===== config.mk =====
export PLATFORM = sky130hd
export DESIGN_NAME = multi_cycle_control_fsm
export DESIGN_NICKNAME = d
export VERILOG_FILES = /design/src/rtl/multi_cycle_control_fsm.sv
export SDC_FILE = /design/constraint.sdc
export NUM_CORES = 1
export LEC_CHECK = 0
export CELL_PAD_IN_SITES_DETAIL_PLACEMENT = 1
export CELL_PAD_IN_SITES_GLOBAL_PLACEMENT = 1
export CORE_MARGIN = 2
export CORE_UTILIZATION = 31
export DETAILED_ROUTE_END_ITERATION = 7
export PLACE_DENSITY_LB_ADDON = 0.05
export SLEW_MARGIN = 20
export SYNTH_ARGS = -nofsm -noshare
export SYNTH_HDL_FRONTEND = slang
export SYNTH_SLANG_ARGS = --single-unit

===== constraint.sdc =====
create_clock -name clk -period 2.1 [get_ports clk]
set_input_delay 0.21 -clock clk [delete_from_list [all_inputs] [get_ports clk]]
set_output_delay 0.21 -clock clk [all_outputs]
set_load 0.005 [all_outputs]

===== src/rtl/multi_cycle_control_fsm.sv =====
// multi_cycle_control_fsm: fetch/decode/execute/memory/writeback sequencer for a multi-cycle RV32I subset core
module multi_cycle_control_fsm #(
    parameter int WAIT_LIMIT = 15,
    parameter int STATE_W    = 4
) (
    input  logic               clk,
    input  logic               rst,
    input  logic [6:0]         opcode,
    input  logic [2:0]         funct3,
    input  logic               alu_zero,
    input  logic               mem_ready,
    output logic               mem_req,
    output logic               mem_we,
    output logic               addr_sel,
    output logic               ir_we,
    output logic               pc_we,
    output logic               pc_src,
    output logic [1:0]         alu_src_a,
    output logic [1:0]         alu_src_b,
    output logic [1:0]         alu_op,
    output logic               reg_we,
    output logic [1:0]         wb_sel,
    output logic               retire,
    output logic               halted,
    output logic [1:0]         trap_cause,
    output logic [STATE_W-1:0] state
);
    typedef enum logic [STATE_W-1:0] {
        FETCH, DECODE, EXEC_R, EXEC_I, MEM_ADDR, MEM_RD, MEM_WR,
        WB_ALU, WB_MEM, BRANCH, JAL, JALR, LUI, TRAP
    } state_t;
    localparam logic [6:0] OP_R    = 7'b0110011;
    localparam logic [6:0] OP_I    = 7'b0010011;
    localparam logic [6:0] OP_LD   = 7'b0000011;
    localparam logic [6:0] OP_ST   = 7'b0100011;
    localparam logic [6:0] OP_BR   = 7'b1100011;
    localparam logic [6:0] OP_JAL  = 7'b1101111;
    localparam logic [6:0] OP_JALR = 7'b1100111;
    localparam logic [6:0] OP_LUI  = 7'b0110111;
    localparam logic [7:0] LIMIT   = 8'(WAIT_LIMIT);
    state_t     state_q, state_d;
    logic [7:0] wait_cnt_q, wait_cnt_d;
    logic [1:0] cause_q, cause_d;
    logic       waiting, taken;
    logic       mem_req_c, mem_we_c, ir_we_c, pc_we_c, reg_we_c, retire_c;
    // state, wait counter and first trap cause registers
    always_ff @(posedge clk) begin
        if (rst) begin
            state_q    <= FETCH;
            wait_cnt_q <= '0;
            cause_q    <= 2'b00;
        end else begin
            state_q    <= state_d;
            wait_cnt_q <= wait_cnt_d;
            cause_q    <= cause_d;
        end
    end
    // next state and per-state datapath controls
    always_comb begin
        state_d   = state_q;
        cause_d   = cause_q;
        waiting   = 1'b0;
        taken     = (funct3 == 3'b000 && alu_zero) || (funct3 == 3'b001 && !alu_zero);
        mem_req_c = 1'b0;
        mem_we_c  = 1'b0;
        addr_sel  = 1'b0;
        ir_we_c   = 1'b0;
        pc_we_c   = 1'b0;
        pc_src    = 1'b0;
        alu_src_a = 2'b00;
        alu_src_b = 2'b00;
        alu_op    = 2'b00;
        reg_we_c  = 1'b0;
        wb_sel    = 2'b00;
        retire_c  = 1'b0;
        case (state_q)
            FETCH: begin
                mem_req_c = 1'b1;
                alu_src_b = 2'b01;
                waiting   = 1'b1;
                ir_we_c   = mem_ready;
                pc_we_c   = mem_ready;
                state_d   = mem_ready ? DECODE : FETCH;
            end
            DECODE: begin
                alu_src_a = 2'b10;
                alu_src_b = 2'b10;
                case (opcode)
                    OP_R:         state_d = EXEC_R;
                    OP_I:         state_d = EXEC_I;
                    OP_LD, OP_ST: state_d = MEM_ADDR;
                    OP_BR:        state_d = (funct3 == 3'b000 || funct3 == 3'b001) ? BRANCH : TRAP;
                    OP_JAL:       state_d = JAL;
                    OP_JALR:      state_d = JALR;
                    OP_LUI:       state_d = LUI;
                    default:      state_d = TRAP;
                endcase
                cause_d = (state_d == TRAP) ? 2'b01 : cause_q;
            end
            EXEC_R: begin
                alu_src_a = 2'b01;
                alu_op    = 2'b10;
                state_d   = WB_ALU;
            end
            EXEC_I: begin
                alu_src_a = 2'b01;
                alu_src_b = 2'b10;
                alu_op    = 2'b10;
                state_d   = WB_ALU;
            end
            WB_ALU: begin
                reg_we_c = 1'b1;
                retire_c = 1'b1;
                state_d  = FETCH;
            end
            MEM_ADDR: begin
                alu_src_a = 2'b01;
                alu_src_b = 2'b10;
                state_d   = (opcode == OP_LD) ? MEM_RD : MEM_WR;
            end
            MEM_RD: begin
                mem_req_c = 1'b1;
                addr_sel  = 1'b1;
                waiting   = 1'b1;
                state_d   = mem_ready ? WB_MEM : MEM_RD;
            end
            WB_MEM: begin
                reg_we_c = 1'b1;
                wb_sel   = 2'b01;
                retire_c = 1'b1;
                state_d  = FETCH;
            end
            MEM_WR: begin
                mem_req_c = 1'b1;
                mem_we_c  = 1'b1;
                addr_sel  = 1'b1;
                waiting   = 1'b1;
                retire_c  = mem_ready;
                state_d   = mem_ready ? FETCH : MEM_WR;
            end
            BRANCH: begin
                alu_src_a = 2'b01;
                alu_op    = 2'b01;
                pc_we_c   = taken;
                pc_src    = taken;
                retire_c  = 1'b1;
                state_d   = FETCH;
            end
            JAL: begin
                reg_we_c = 1'b1;
                wb_sel   = 2'b10;
                pc_we_c  = 1'b1;
                pc_src   = 1'b1;
                retire_c = 1'b1;
                state_d  = FETCH;
            end
            JALR: begin
                alu_src_a = 2'b01;
                alu_src_b = 2'b10;
                pc_we_c   = 1'b1;
                reg_we_c  = 1'b1;
                wb_sel    = 2'b10;
                retire_c  = 1'b1;
                state_d   = FETCH;
            end
            LUI: begin
                reg_we_c = 1'b1;
                wb_sel   = 2'b11;
                retire_c = 1'b1;
                state_d  = FETCH;
            end
            TRAP: state_d = TRAP;
            default: begin
                state_d = TRAP;
                cause_d = 2'b01;
            end
        endcase
        if (waiting && !mem_ready && wait_cnt_q == LIMIT) begin
            state_d = TRAP;
            cause_d = 2'b10;
        end
        wait_cnt_d = (waiting && !mem_ready && state_d == state_q) ? wait_cnt_q + 8'd1 : 8'd0;
    end
    assign mem_req    = mem_req_c & ~rst;
    assign mem_we     = mem_we_c & ~rst;
    assign ir_we      = ir_we_c & ~rst;
    assign pc_we      = pc_we_c & ~rst;
    assign reg_we     = reg_we_c & ~rst;
    assign retire     = retire_c & ~rst;
    assign halted     = (state_q == TRAP);
    assign trap_cause = cause_q;
    assign state      = state_q;
endmodule

======== Yosys cells after proc, flatten, opt, wreduce, memory -nomap -nowiden ========
Index checks and enable logic that the tools add are counted.
storage, ports and cells
  logic and storage cells ................. 91
  input port bits ......................... 14
  output and inout bits ................... 23
  flip-flop bits (word level) ............. 14
cells by class
  add/subtract/negate cells ............... 1
  bitwise logic cells ..................... 9
  mux-type cells .......................... 24
  reduce and logical (&&, ||, !) cells .... 25
  equal/unequal tests ..................... 28
operator list
  cell                                                             count
  4-bit one-hot mux with 7 select lines                            2
  4-bit == test, second input constant                             7
  7-bit by 6-bit == test with 1-bit output, second input constant  3
  7-bit == test, second input constant                             3
  4-bit by 3-bit == test with 1-bit output, second input constant  4
  2-bit one-hot mux with 2 select lines                            4
  13-bit OR reduction                                              1
  4-bit two-way mux                                                3
  2-bit OR reduction                                               6
  5-bit OR reduction                                               2
  8-bit by 1-bit adder with 8-bit output, second input constant    1
  4-bit by 2-bit == test with 1-bit output, second input constant  2
  8-bit by 4-bit == test with 1-bit output, second input constant  1
  7-bit by 2-bit == test with 1-bit output, second input constant  1
  7-bit by 5-bit == test with 1-bit output, second input constant  1
  1-bit bitwise AND                                                6
  1-bit two-way mux                                                6
  2-bit two-way mux                                                3
  3-bit two-way mux                                                2
  2-bit one-hot mux with 3 select lines                            1
  6-bit OR reduction                                               1
  1-bit logical AND                                                5
  4-bit by 1-bit == test with 1-bit output, second input constant  1
  4-bit == test                                                    1
  other kinds (14)                                                 20

======== Depth between registers and ports, before layout ========
Gate-level depths: netlist of run 1.
  depth in word-level cells ............... 11
  mapped depth ............................ 6
  mapped depth without buffers ............ 6

======== Worst setup path before layout of run 1 ========
No wires, ideal clock.
  path type ............................... register -> register
  from .................................... register wait_cnt_q[4]
  to ...................................... register wait_cnt_q[2]
  required time ........................... 1.979 ns
  period minus slack after synthesis ...... 1.643 ns
  arrival ................................. 1.521 ns
  library setup time ...................... 0.121 ns
  buffers on the path ..................... 0
  stages on the path, launching flop included .. 6
  slack ................................... 0.457 ns
  cell sequence ........................... dfxtp_1 > or4_1 > or3_1 > o21a_1 > o21ai_4 > nor2_1
between the ends
  cells in the longest elaborated chain, start to end .. 7
ends and longest elaborated chain
  what                                      RTL line  source
  start: declaration                        42        logic [7:0] wait_cnt_q, wait_cnt_d;
  start signal: assignment                  54        wait_cnt_q <= wait_cnt_d;
  8-bit by 4-bit == test with 1-bit output  178       if (waiting && !mem_ready && wait_cnt_q == LIMIT) begin
  1-bit logical AND                         178
  4-bit two-way mux                         178
  4-bit == test                             182       wait_cnt_d = (waiting && !mem_ready && state_d == state_q) ? wait_cnt_q + 8'd1 : 8'd0;
  1-bit logical AND                         182
  1-bit NOT (no source line)                n/a
  2-bit OR reduction (no source line)       n/a
Every way passes these cells.
A chain may end at the register's enable or synchronous reset.

======== Final worst setup path of run 1 ========
  from .................................... register state_q[3] (netlist: state[3])
  to ...................................... output alu_src_a[1]
between the ends
  cells in the longest elaborated chain, start to end .. 3
  elaborated cells on any way between the ends .. 8
  classes of those cells .................. eq/ne: 6; mux: 1; reduce/logical: 1
ends and longest elaborated chain
  what                                       RTL line  source
  start: declaration                         41        state_t state_q, state_d;
  start signal: assignment                   53        state_q <= state_d;
  4-bit == test (tied with other cells)      76        case (state_q)
  5-bit OR reduction (no source line)        n/a
  2-bit one-hot mux with 2 select lines (*)  76
  end: declaration                           18        output logic [1:0] alu_src_a,
Mark *: on every way between the ends. The rest lies on a longest branch, timed or not.

==> results of run 1 <==
-- through the flow --
| stage | power [mW] | cells | area, um2 | TNS, ns |
|---|---|---|---|---|
| 4_1_cts | 1.62 | 240 | 1600 | 0 |
| 5_1_grt | 1.85 | 244 | 1670 | 0 |
| 2_1_floorplan | 0.860 | 148 | 1050 | 0 |
| 6_report | 1.74 | 244 | 1670 | 0 |
| 3_3_place_gp | 1.37 | 236 | 1540 | -0.0701 |
| 3_5_place_dp | 1.40 | 236 | 1540 | -0.150 |
-- final cells by class --
cell class | count | area [um2]
clock buffers | 4 | 36.3
fillers | 430 | 1640
inverters | 6 | 22.5
multi-input cells | 120 | 749
flip-flops and latches | 14 | 293
well taps | 46 | 57.6
repair buffers | 54 | 508
-- worst max-delay path, cell delays in order (launching register included) --
cell and delay [ns]:
dfxtp_4 0.39, buf_4 0.16, or3_4 0.39, inv_1 0.06
clkdlybuf4s50_1 0.49
-- logic make-up (layout without fill, tap and decap cells) --
group | count (synthesis) | count (layout) | synth area share [%]
adders and majority gates | 1 | 1 | 1.19
and+or+nand+nor | 75 | 75 | 36.3
buffers and inverters | 14 | 64 | 5.11
AOI/OAI and AO/OA | 35 | 35 | 23.1
DFF | 14 | 14 | 26.6
xor gates and xnor gates | 7 | 7 | 5.83
muxes | 2 | 2 | 1.90
-- sequential cells by signal (all words and copies together), names as in the netlist --
name        flops
state           4
wait_cnt_q      8
trap_cause      2
-- synthesized netlist by cell type, types with 2 or more instances --
cell type | instances | share of area (%)
mux2i_1 | 2 | 1.9
or4_1 | 2 | 1.4
nand2_1 | 10 | 3.6
nand2b_1 | 7 | 4.2
nor3_1 | 5 | 2.4
o21ai_0 | 6 | 2.9
o21a_1 | 2 | 1.4
nor4_1 | 2 | 1.2
nand4_1 | 2 | 1.2
a31oi_1 | 2 | 1.2
a211oi_1 | 6 | 4.3
clkbuf_1 | 6 | 2.1
a21oi_1 | 7 | 3.3
nor2_1 | 24 | 8.6
or2_2 | 2 | 1.2
a32oi_1 | 2 | 1.7
and3_1 | 2 | 1.2
inv_1 | 6 | 2.1
xnor2_1 | 2 | 1.7
dfxtp_1 | 14 | 27
or3_1 | 2 | 1.2
o31ai_1 | 2 | 1.4
xor2_1 | 5 | 4.2
nor2b_1 | 5 | 3.0
nand3b_1 | 2 | 1.4
nand3_1 | 6 | 2.9
-- repair_timing --
action / CTS / global route
pin swaps: 0 / 2
resized for setup: 10 / 6
endpoints found under the setup margin: 7 / 5
cloned: 0 / 0
buffers inserted: 0 / 4
-- power by group through the flow --
stage | registers (mW) | logic (mW) | clock network, mW
6_report | 0.393 | 1.14 | 0.203
5_1_grt | 0.401 | 1.24 | 0.217
4_1_cts | 0.409 | 1.01 | 0.205
3_5_place_dp | 0.399 | 0.999 | 0
3_3_place_gp | 0.393 | 0.975 | 0
2_1_floorplan | 0.350 | 0.511 | 0
-- routing by layer --
| metal | global-route usage, % | vias to the layer above | wire [um] |
|---|---|---|---|
| met4 | 5.83 | 0 | 72 |
| met5 | 0 | - | 0 |
| met1 | 22.4 | 616 | 1620 |
| met3 | 3.44 | 6 | 112 |
| li1 | - | 627 | - |
| met2 | 34.2 | 31 | 1890 |
-- final timing paths --
check | to | slack [ns] | cells after the start | from
max | alu_src_a[1] | 0.09 | 4 | state[3]
min | wait_cnt_q[0] | 0.46 | 1 | wait_cnt_q[0]
max reg2reg | wait_cnt_q[2] | 0.32 | 5 | wait_cnt_q[4]
min reg2reg | wait_cnt_q[0] | 0.46 | 1 | wait_cnt_q[0]
==> impl_metrics.toml, run 1 <==
[run_status]
status = "finished clean"

[finish]
nets = 214
final_cell_mix = "clkdlybuf4s50_1, nor2_1, buf_4, nand2_1, dfxtp_1"
final_util_pct = 50.3
final_common_cell = "clkdlybuf4s50_1"
areaGrowthSynthToFinish_pct = 58.4
drive_above_1_share_pct = 16.7
diodes = 0

[global_route]
grt_pass1_wl_um = 5860
grt_remaining_overflow = 0
antenna_found_initial = 0
grt_use_total_pct = 18.8
grt_pass1_vias = 1275
grt_max_degree = 14

[cts]
cts_tree = "done"
cts.hold.buffers_added = 0
clk_pin_slew_ns = 0.08
root_buffer = "clkbuf_4"
cts_htree_levels = 1
numClockSinks = 14
clkLatencyLatePin_ns = 0.29
cts.path.max_buffers = 2
numCtsBuffers = 3

[sta]
drv_slew = 0
fmax_mhz = 498
hold_slack_ns = 0.461
rsz0062_at_grt = "false"
hold_viol_final = 0
period_share_pct = 95.5
setup_violations = 0
fin_crit_ns = 2.01
timing.slew.headroom_pct = 71.1
tightest_slew_ns = 0.428
setup_slack_ns = 0.0936
finalClockSkew_ns = 0.00778

[routing]
antenna_left = 0
dr.pass1.iters = 5
drc = 0
avgViaCountPerCell = 5.25
drt_iter0_drc = 45
vias = 1280
drt_wl_total_um = 3700
wire_per_inst_um = 15.1

[floorplanning]
row_count = 21
start_util_pct = 31.8
io_pins = 37
die_w_um = 62.3
die_h_um = 62.3
core_mm2 = 0.00331
dieArea_mm2 = 0.00388

[critical_path]
start_kind = "flop"
end_kind = "primary output"
crit_fanout = 11
arrival_ns = 1.80
required_ns = 1.89
critPathKind = "reg2out"

[pwr]
p_int_mw = 1.05
pwr-share-comb_pct = 65.7
powerDensity_mw_per_mm2 = 1040
clkPwrFrac_pct = 11.7
seqPwrFrac_pct = 22.6
vdd_drop_max_mv = 0.494
switchingPower_mw = 0.688
sw_frac_of_total_pct = 39.7
power.leakage_nw = 0.653

[min_path]
hp-class = "reg2reg"

[logic_synthesis]
ys_async_sr_fraction_pct = 0
yosysSeqAreaShare_pct = 26.6
synth-seq-cells = 14
netlist_area_mm2 = 0.00105
syn_area_per_cell_um2 = 7.11
ys_types = 41
syn-instance-count = 148
synth_nets = 163
synth_top_flop_cell = "dfxtp_1"
synth-edff-count = 0
synth_warnings = 0

[run]
cap_violations = 0

[place]
dp_slack_ns = -0.107
gp_congestion = 0.793
dp_hpwl_um = 2800
port_buffers = 36
(Power assumes the default switching activity.)
==> run 2: changes to the inputs <==
CAP_MARGIN = 20   (was not set)
GPL_TIMING_DRIVEN = 0   (was not set)
==> run 2 against run 1 <==
Effect of this change: global-route usage hardly changed; clock skew is 0.0016 ns lower; via count increased by 0.47%; fmax down 1.2%; hold slack better by 0.0044 ns; sequential share of layout area about the same; cell area shrank 1.5%; power is 0.31% lower; worst setup slack worse by 0.025 ns; count of clock-buffer cells in the layout unchanged; die area is the same; critical endpoint is now mem_we.
==> impl_metrics.toml, run 2 (synthesized netlist as in run 1, its figures left out) <==
[run_status]
status = "finished clean"

[place]
dp_slack_ns = -0.211
port_buffers = 36
place_area_mm2 = 0.00147
dp_hpwl_um = 2740
gp_congestion = 0.766
dpl.cell_count = 230

[sta]
hold_viol_final = 0
hold_slack_ns = 0.465
finalClockSkew_ns = 0.00616
tns_ns = 0
drv_slew = 0
rsz0062_at_grt = "true"
fmax_mhz = 492
period_share_pct = 96.7
setup_violations = 0
fin_crit_ns = 2.03
tightest_slew_ns = 0.530
timing.slew.headroom_pct = 64.6
setup_slack_ns = 0.0690

[global_route]
grtUsageMet3_pct = 4.17
antenna_found_initial = 0
busiest_layer = "met2"
grtUsageMet2_pct = 33.2
use_met1_pct = 24.4
grt_remaining_overflow = 0
grt_use_total_pct = 18.9
grt_pass1_wl_um = 6000
grt_max_degree = 11
grt_pass1_vias = 1280

[cts]
numCtsBuffers = 3
clkLatencyLatePin_ns = 0.28
cts_htree_levels = 1
cts_tree = "done"
numClockSinks = 14
root_buffer = "clkbuf_4"
cts.path.max_buffers = 2
clk_pin_slew_ns = 0.08
cts.hold.buffers_added = 0

[pwr]
sw_frac_of_total_pct = 39.7
total_power_mw = 1.73
pwr-share-comb_pct = 67.4
vdd_drop_max_mv = 0.438
powerDensity_mw_per_mm2 = 1050
clkPwrFrac_pct = 11.0
seqPwrFrac_pct = 21.6
switchingPower_mw = 0.686
p_int_mw = 1.04
power.leakage_nw = 0.626

[min_path]
whs_path_depth = 1
hp-class = "reg2reg"
min_to = "wait_cnt_q[0]"
hp-start = "wait_cnt_q[0]"

[critical_path]
worst-r2r-cell-count = 5
crit-reg2reg-launch = "wait_cnt_q[4]"
crit_fanout = 10
worst_path_dominant_cell_family = "buffers and inverters"
arrival_ns = 1.82
end_kind = "primary output"
r2r_end = "wait_cnt_q[7]"
start_kind = "input pin"
path_buf_inv = 3
path_common_cell = "clkdlybuf4s50_1"
crit_chain = "clkdlybuf4s50_1, clkbuf_1, nor3_1, clkdlybuf4s50_1"
cpPeakStageDelay_ns = 0.57
required_ns = 1.89
cpMaxStageDelayCell = "clkdlybuf4s50_1"
critPathKind = "in2out"
r2r_setup_slack_ns = 0.21

[finish]
diodes = 0
design_area_mm2 = 0.00164
fillCellCount = 438
top_register = "wait_cnt_q"
drive_above_1_share_pct = 14.5
final_cell_mix = "clkdlybuf4s50_1, nor2_1, dfxtp_1, nand2_1, a21oi_1"
final_util_pct = 49.6
nets = 209
final_common_cell = "clkdlybuf4s50_1"
largest_reg_flops = 8
fin_cells = 239
areaGrowthSynthToFinish_pct = 56.0

[floorplanning]
row_count = 21
core_mm2 = 0.00331
start_util_pct = 31.8
die_h_um = 62.3
die_w_um = 62.3
dieArea_mm2 = 0.00388
io_pins = 37

[routing]
dr.pass1.iters = 4
drc = 0
vias = 1286
wire_per_inst_um = 15.0
drt_iter0_drc = 29
avgViaCountPerCell = 5.38
antenna_left = 0
drt_wl_total_um = 3580

[run]
cap_violations = 0
## run 2: cell types whose count changed in the layout (fill, tap and decap cells not counted), moves of 2 or more
cell / previous run / this run
buf_4: 16 / 5
clkbuf_4: 3 / 5
clkbuf_8: 1 / 4
buf_6: 0 / 2
## run 2: how the worst max path moves through the flow
stage / from / slack, ns / to / cells after the start
global placement: state[0] / -0.20 / pc_we / 5
floorplan: wait_cnt_q[4] / 0.46 / wait_cnt_q[2] / 5
detailed placement: state[0] / -0.21 / pc_we / 5
finish: rst / 0.07 / mem_we / 4
CTS: state[0] / -0.01 / ir_we / 5
global route: state[2] / -0.006 / mem_req / 5
## run 2: power by group through the flow
| stage | clock, mW | combinational, mW | sequential (mW) |
|---|---|---|---|
| CTS | 0.194 | 1.09 | 0.369 |
| detailed placement | 0 | 0.953 | 0.358 |
| global placement | 0 | 0.927 | 0.354 |
| finish | 0.191 | 1.17 | 0.374 |
| floorplan | 0 | 0.511 | 0.350 |
| global route | 0.217 | 1.25 | 0.382 |
## run 2: layout make-up
cell class              instances  area [um2]  area share [%]
inverters                       6        22.5            1.37
well taps                      46        57.6            3.51
plain buffers                   8        82.6            5.03
flip-flops and latches         14         289            17.6
clock buffers                   4        36.3            2.21
repair buffers                 41         399            24.3
multi-input cells             120         754            46.0
## run 2: repair_timing
| action | in CTS | in global routing |
|---|---|---|
| buffers inserted | 2 | 3 |
| hold endpoints to repair | 0 | 0 |
| setup endpoints to repair | 15 | 10 |
| pin swaps | 1 | 2 |
| cloned | 0 | 0 |
| gates resized for setup | 28 | 11 |
## run 2: per-layer routing
| layer | share of wire, % | wire, um | up-vias |
|---|---|---|---|
| met4 | 0.73 | 26 | 0 |
| met2 | 51 | 1830 | 33 |
| met3 | 3.7 | 133 | 3 |
| met5 | 0 | 0 | - |
| met1 | 44 | 1590 | 630 |
| li1 | - | - | 620 |
==> variant, RTL diff (flow settings as in run 2) <==
Change the parameter `STATE_W` from 4 to 5.
--- a/src/rtl/multi_cycle_control_fsm.sv
+++ b/src/rtl/multi_cycle_control_fsm.sv
@@ -2,5 +2,5 @@
 module multi_cycle_control_fsm #(
     parameter int WAIT_LIMIT = 15,
-    parameter int STATE_W    = 4
+    parameter int STATE_W    = 5
 ) (
     input  logic               clk,
Interface: changed (resized state); port bits go from 37 to 38. No check against the original RTL was run, so the function may have changed too.
==> variant against run 2 <==
Register-to-register slack better by 0.18 ns; total power rose by 1.7%; worst setup slack improved by 0.0063 ns; sequential share of layout area increased by 0.38 points; area after synthesis up 4.4%; wire length increased by 2.0%; sequential cell count did not move; cell area down 0.84%; critical path type is now register to output port; critical endpoint is now reg_we; largest power group unchanged; highest routed layer unchanged.
==> variant: results (changes against run 2) <==
* Routing usage on met2 at 33.9% (+0.80 points)
* Status: completed
* Max rail drop VDD at 380 uV (-13%)
* Distinct cells, synth at 45 (+9.8%)
* # nets final at 212 (+1.4%)
* M1 wire length at 1660 um (+4.7%)
* Met1 Track Usage GR at 23.7% (-0.72 points)
* GRT Total Usage at 19.0% (+0.16 points)
* Slew @ Worst Pin at 0.514 ns (-0.0164 ns)
* HPWL after DPL at 2820 um (+3.0%)
* Clk_lat worst skew at 0.30 ns (+0.02 ns)
* Vias in the first global route at 1306 (+2.0%)
* Metal3 WL at 147 um (+11%)
* # placed instances at 237 (+3.0%)
* Clock Skew at 0.00867 ns (+0.00251 ns)
* Cell Area, Placed at 1520 sq um (+3.1%)
* Setup WS pre-CTS at -0.0630 ns (+0.148 ns)
* Sequential element share of the synthesized area at 25.5% (-1.1 points)
* Final GP Congestion at 0.857 (+12%)
* Met3 GRT Util at 3.39% (-0.77 points)
* Utilization after layout at 48.4% (-1.2 points)
* Final WL at 3650 um (+2.0%)
* WL/cell at 15.1 um (+0.72%)
* Synth warn at 0 (unchanged)
* Avg Cell Area, Syn at 7.09 sq um (-0.32%)
* Layout cells sized above 1 at 14.8% (+0.29 points)
* Synth cell count leaders: nor2_1, dfxtp_1, nand2_1
* Leak at 0.599 nW (-4.3%)
* First-pass GRT wire length at 6160 um (+2.8%)
variant: cell types whose count changed in the layout (fill, tap and decap cells not counted), sizes merged, moves of 3 or more:
cell,run 2,this run
inv,6,3
nor2,24,29
clkdlybuf4s50,31,34
nor3,5,10
clkbuf,10,5
nor2b,5,8
a211oi,6,1
a21oi,7,11
variant: power breakdown:
part           switching, W  total, W  internal (W)
Clock             0.0000992  0.000205      0.000106
Sequential        0.0000866  0.000416      0.000329
Combinational      0.000543   0.00114      0.000595
Total              0.000729   0.00176       0.00103
variant: logic make-up (layout without fill, tap and decap cells):
kind of cell             count (synthesis)  count (layout)  share of synthesized area, %
AND/OR/NAND/NOR                         86              86                          41.3
AO/OA/AOI/OAI                           36              36                          21.8
flip-flops                              14              14                          25.5
buffers and inverters                   10              51                          4.33
XOR/XNOR                                 7               7                          5.58
adder cells (fa/ha/maj)                  1               1                          1.14
other                                    1               1                         0.341
variant: repair_timing:
action | CTS | global route
pin swaps | 1 | 0
buffers inserted | 1 | 0
gates cloned | 0 | 0
gates resized for setup | 15 | 13
endpoints found under the setup margin | 12 | 6
variant: worst paths after layout:
path	slack, ns	from	cells after the start	to
max	0.08	state[2]$_SDFF_PP0_	6	reg_we
min	0.46	wait_cnt_q[0]$_SDFF_PP0_	1	wait_cnt_q[0]$_SDFF_PP0_
max reg2reg	0.39	state[1]$_SDFF_PP0_	5	trap_cause[1]$_SDFFE_PP0P_
min reg2reg	0.46	wait_cnt_q[0]$_SDFF_PP0_	1	wait_cnt_q[0]$_SDFF_PP0_
variant: cell type report:
cell class                 instances  share of cell area, %
multi-input combinational        131                   49.4
timing repair buffer              37                   22.7
sequential                        14                   18.0
tap                               46                   3.54
buffer                             7                   3.46
clock buffer                       4                   2.23
inverter                           3                  0.692
